===== src/rtl/lsu_pkg.sv =====
// lsu_pkg: funct3 codes, FSM states and access legality check for the LSU
package lsu_pkg;
    localparam logic [2:0] F3_B  = 3'd0;
    localparam logic [2:0] F3_H  = 3'd1;
    localparam logic [2:0] F3_W  = 3'd2;
    localparam logic [2:0] F3_BU = 3'd4;
    localparam logic [2:0] F3_HU = 3'd5;
    typedef enum logic [2:0] {IDLE, RD, RMW_RD, WR, RESP} lsu_state_t;
    function automatic logic is_legal(input logic wr, input logic [2:0] funct3, input logic [1:0] a);
        return (funct3 == F3_B) || (funct3 == F3_BU && !wr) ||
               (funct3 == F3_H && !a[0]) || (funct3 == F3_HU && !wr && !a[0]) ||
               (funct3 == F3_W && a == 2'b00);
    endfunction
endpackage


===== src/rtl/lsu_lane_align.sv =====
// lsu_lane_align: extracts/extends load lanes and merges store lanes into a word
module lsu_lane_align
    import lsu_pkg::*;
(
    input  logic [2:0]  funct3,
    input  logic [1:0]  a,
    input  logic [31:0] word_in,
    input  logic [31:0] wdata,
    output logic [31:0] load_ext,
    output logic [31:0] store_merge
);
    logic [7:0]  b;
    logic [15:0] h;
    logic [31:0] mask;
    logic [31:0] data;
    assign b = word_in[{a, 3'b000} +: 8];
    assign h = a[1] ? word_in[31:16] : word_in[15:0];
    assign load_ext = funct3 == F3_B  ? {{24{b[7]}}, b} :
                      funct3 == F3_BU ? {24'h0, b} :
                      funct3 == F3_H  ? {{16{h[15]}}, h} :
                      funct3 == F3_HU ? {16'h0, h} : word_in;
    assign mask = funct3 == F3_B ? 32'hFF << {a, 3'b000} :
                  funct3 == F3_H ? 32'hFFFF << {a[1], 4'b0000} : 32'hFFFF_FFFF;
    assign data = funct3 == F3_B ? {4{wdata[7:0]}} :
                  funct3 == F3_H ? {2{wdata[15:0]}} : wdata;
    assign store_merge = (word_in & ~mask) | (data & mask);
endmodule


===== src/rtl/lsu_dmem_initiator.sv =====
// lsu_dmem_initiator: RV32I load/store unit driving a word-wide data memory port
module lsu_dmem_initiator
    import lsu_pkg::*;
#(
    parameter int ADDR_W = 16,
    parameter int DATA_W = 32
) (
    input  logic              clk,
    input  logic              rst,
    input  logic              req,
    input  logic              wr,
    input  logic [2:0]        funct3,
    input  logic [31:0]       addr,
    input  logic [DATA_W-1:0] wdata,
    output logic [DATA_W-1:0] rdata,
    output logic              done,
    output logic              fault,
    output logic              busy,
    output logic [ADDR_W-1:0] mem_addr,
    output logic [DATA_W-1:0] mem_wd,
    output logic              mem_we,
    input  logic [DATA_W-1:0] mem_rd
);
    lsu_state_t        state, nxt;
    logic [ADDR_W-1:0] a_r;
    logic [2:0]        f3_r;
    logic [31:0]       wd_r, buf_r, load_ext;
    logic              fault_r;
    logic              unused_hi;
    assign unused_hi = ^addr[31:ADDR_W];
    assign busy     = state != IDLE;
    assign done     = state == RESP;
    assign fault    = done & fault_r;
    assign mem_we   = state == WR;
    assign mem_addr = {a_r[ADDR_W-1:2], 2'b00};
    lsu_lane_align u_align (
        .funct3      (f3_r),
        .a           (a_r[1:0]),
        .word_in     (state == RD ? mem_rd : buf_r),
        .wdata       (wd_r),
        .load_ext    (load_ext),
        .store_merge (mem_wd)
    );
    always_comb begin
        nxt = state == IDLE ? (!req ? IDLE :
                               !is_legal(wr, funct3, addr[1:0]) ? RESP :
                               !wr ? RD :
                               funct3 == F3_W ? WR : RMW_RD) :
              (state == RD || state == WR) ? RESP :
              state == RMW_RD ? WR : IDLE;
    end
    always_ff @(posedge clk) begin
        if (rst) begin
            state   <= IDLE;
            a_r     <= '0;
            f3_r    <= '0;
            wd_r    <= '0;
            buf_r   <= '0;
            rdata   <= '0;
            fault_r <= 1'b0;
        end else begin
            state <= nxt;
            if (state == IDLE && req) begin
                a_r     <= addr[ADDR_W-1:0];
                f3_r    <= funct3;
                wd_r    <= wdata;
                fault_r <= !is_legal(wr, funct3, addr[1:0]);
            end
            if (state == RD) rdata <= load_ext;
            if (state == RMW_RD) buf_r <= mem_rd;
        end
    end
endmodule


===== config.mk =====
export PLATFORM = sky130hd
export DESIGN_NAME = lsu_dmem_initiator
export DESIGN_NICKNAME = d
export VERILOG_FILES = /design/src/rtl/lsu_pkg.sv /design/src/rtl/lsu_lane_align.sv /design/src/rtl/lsu_dmem_initiator.sv
export SDC_FILE = /design/constraint.sdc
export NUM_CORES = 1
export LEC_CHECK = 0
export BUFFER_PORTS_ARGS = -buffer_cell sky130_fd_sc_hd__buf_2
export CAP_MARGIN = 20
export CORE_UTILIZATION = 40
export CTS_CLUSTER_SIZE = 12
export DETAILED_ROUTE_END_ITERATION = 7
export GPL_ROUTABILITY_DRIVEN = 0
export GPL_TIMING_DRIVEN = 0
export PLACE_DENSITY = 0.66
export RECOVER_POWER = 100
export SYNTH_ARGS = -nofsm -noshare
export SYNTH_HDL_FRONTEND = slang
export SYNTH_SLANG_ARGS = --single-unit

===== constraint.sdc =====
create_clock -name clk -period 6.58 [get_ports clk]
set_input_delay 0.329 -clock clk [delete_from_list [all_inputs] [get_ports clk]]
set_output_delay 0.329 -clock clk [all_outputs]
set_load 0.01 [all_outputs]

==> reports/results.md <==
• dfxtp_1 — biggest area consumer among synthesized cells
• register — nature of the critical path startpoint
• max-capacitance violations, max-slew violations — violations in the final reports
• 5.46 — via density per instance
• register to output port — critical path class
• 50 ps — clock-pin slew reported for the worst setup and hold paths after clock tree synthesis
• 18.7% — Combinational Power Share
• clkbuf_1 — crit path max-delay cell type
• nor3b_1 -> clkbuf_1 -> clkbuf_1 -> clkbuf_1 -> mux2i_1 -> o21ai_0 -> clkbuf_1 — ordered list of cells on the worst path
• 6250 ps — worst path required time
• 0 — aggregate global routing overflow
• no — RSZ-0062 raised after global routing
• 2.83 nW — leakage component of the power
• 640 ps — crit-path max cell delay
• done — clock tree from TritonCTS
• 255 MHz — highest clock frequency the design can meet
• 0 — number of antenna violations at the first check in global routing
• -1.23% — Worst slew margin
• 168 — Port Buffers
• 1.55 mW — internal power
• 7 — 1st-pass router iterations
• 1 — number of max-slew violations in the final report
• 1530 — Fillers
• 10 — maximum net fanout on the critical path
• 5725 — via count of the first global-routing pass
• 124 µm — die outline height
• 36.3% — fraction of power consumed by sequential logic
• 0 — total number of yosys warnings
• 15400 µm — half-perimeter wire length after detailed placement
• 0 — final hold violations
• dfxtp_1 — main flop type after synthesis
• finished, violations left — outcome
• 28.7% — switching part of the total power
• 0 ps — setup TNS
• 0.00705 mm² — placed cell areas
• 0.00597 mm² — post-synthesis instance area
• 17 — TritonCTS buffer count
• 3930 ps — minimum clock period
• 187 — number of top-level pins
• 27.9% — Global Route Usage Sum
• 124 µm — floorplan die width
• 0 — Finish-stage setup viols
• 289 mW/mm² — PD cells
• clkbuf_16 — Root Buffer
• 0 — hold bufs inserted after CTS
• 39.9% — sequential cell area fraction in the yosys report
• 3600 ps — Data arrival, critical path
• 0 — DRC errors left
• 6290 — total vias in the final route
• 0 — Antenna Violating Nets Remaining
• 625 µW — net switching power figure
• 586 — violation count after the first detailed-routing iteration
• clkbuf_1 — cell type with the highest occurrence count on the critical path
• primary input to register — worst hold path class
• 0 — EDFF count, synth
• 0.00318 mm² — multi-input combinational cell area
• 0.0145 mm² — area of the core region
• 16.2% — fraction of layout cells with a size suffix above 1
• 0 — post-cts sizing count
• 17 — pin count of the biggest net entering global routing
• 9.25 ps — clk_skew
• output port — CP Capture Type
• 0.00238 mm² — area used by sequential logic in the layout
• 4 — H-tree level count
• 119 — synthesis-stage register bit count
• 40 — number of library cell types mapped by synthesis
• 0.0154 mm² — Total Die Area
• 59.7% — Tcrit/Tclk final
• 20600 µm — total wire length after detailed routing
• 39.9% — top-area cell type share of the netlist area
• 17.9 µm — detailed-route wire length per cell
• 430 ps — later-pin clock latency in the skew report
• 768 — synthesized instance count
• 26.3% — layout overhead on the synthesized area
• 1 — number of max-cap violations
• 1500 ps — slew at the pin closest to its max-slew limit
• 45.0% — clock share of power
• 0.188 mV — worst IR drop on VDD
• 0% — Async S/R FF share, synth
• 0 — ant diodes
• 0 — setup repair bufs after CTS
• 0.00753 mm² — Post-Layout Inst Area
• 119 — TritonCTS Sinks
• 1059 — NumNets Final
• 44 — Core Rows
• 2 — Longest Clk Path Bufs
• 31400 µm — first-pass GRT wire length
• 41.0% — initial cell density of the core
• dfxtp_1 (40%), nand2_1 (14%), a21oi_1 (8.9%) — largest cells by area after synthesis
• 7.77 µm² — synthesized area per cell
## routing by layer
metal  part of all wire, %  global-route usage, %  vias to the layer above  routed length [µm]
li1                      -                      -                     3033                   -
met1                    44                   37.1                     2867                9070
met2                    43                   41.8                      342                8890
met3                    10                   8.10                       48                2070
met4                   2.9                   12.1                        0                 597
met5                     0                      0                        -                   0
## layout by cell type (no fill, tap or decap), types with 4 or more instances in the layout
cell / count
mux4_2: 11
mux2i_1: 25
and2_1: 10
clkinv_2: 6
a21oi_1: 107
bufinv_16: 4
clkbuf_16: 17
buf_2: 92
mux2_1: 4
buf_4: 16
clkbuf_1: 137
a211oi_1: 44
inv_1: 6
a22o_1: 4
mux2_2: 7
nor2b_1: 10
nor2_1: 42
a221oi_1: 13
nor3_1: 4
o21ai_0: 17
a31oi_1: 8
nand2_1: 222
dfxtp_1: 119
and3_1: 7
## kinds of logic after synthesis
family,after synthesis,synth area share (%)
buffers and inverters,83,6.59
AND/OR/NAND/NOR,307,21.2
AO/OA/AOI/OAI,211,21.8
multiplexers,47,10.4
flip-flops,119,39.9
other,1,0.0629
## power groups by stage
| stage | logic (mW) | registers (mW) | clock network, mW |
|---|---|---|---|
| after floorplan | 0.245 | 0.800 | 0 |
| after global placement | 0.411 | 0.803 | 0 |
| after detailed placement | 0.414 | 0.805 | 0 |
| after CTS | 0.416 | 0.789 | 0.985 |
| after global routing | 0.449 | 0.795 | 1.02 |
| final | 0.407 | 0.791 | 0.981 |
## area by class of cell
class                      count  share of cell area [%]
timing repair buffer         168                    9.88
sequential                   119                    31.6
clock inverter                10                    1.99
tap                          184                    3.06
multi-input combinational    567                    42.2
buffer                        77                    4.75
clock buffer                  22                    6.16
inverter                       6                   0.299
## stage by stage
step           power, mW  setup WS, ps  utilization, %  hold slack [ps]  std cells
2_1_floorplan       1.05          4470               -              432        769
3_3_place_gp        1.21          3770            48.4              440       1121
3_5_place_dp        1.22          3800            48.5              446       1121
4_1_cts             2.19          3320            52.7              120       1153
5_1_grt             2.26          2430            51.8              138       1153
6_report            2.18          2650            51.8              132       1153
## final timing paths
| check | from | to | slack [ps] | depth (start not counted) |
|---|---|---|---|---|
| worst max-delay path | state[0] | mem_wd[5] | 2650 | 7 |
| worst min-delay path | wdata[16] | wd_r[16] | 130 | 3 |
| worst max register to register | a_r[1] | rdata[29] | 3390 | 6 |
| worst min register to register | a_r[9] | a_r[9] | 450 | 2 |
## synthesized netlist by cell type, types with 2 or more instances
cell type  instances
a211o_1            3
o211ai_1           3
a211oi_1          44
buf_4             16
buf_6              2
nand2_1          222
a21o_1             2
a31oi_1            8
a22o_1             4
a221oi_1          13
mux2i_1           25
and2_1            11
and3_1             7
nand2b_1           3
a221o_1            3
o21ai_1            3
mux2_2            11
clkbuf_1          52
inv_1              6
nor3_1             4
or3_1              3
o21ai_0           17
dfxtp_1          119
buf_2              5
a21oi_1          106
mux4_2            11
nor2_1            42
buf_1              2
nor2b_1           10
## registers in the layout, indices dropped and copies added, names as in the netlist
| register | flops |
|---|---|
| fault_r | 1 |
| buf_r | 32 |
| state | 3 |
| a_r | 16 |
| wd_r | 32 |
| rdata | 32 |
| f3_r | 3 |
## critical path: cells and delay by family (launching register included)
kind	cells	cell delay, ps
buffers and inverters	4	1920
AND/OR/NAND/NOR	1	260
multiplexers	1	200
flip-flops	1	460
AO/OA/AOI/OAI	1	330
Power figures use the tool's default switching activity.
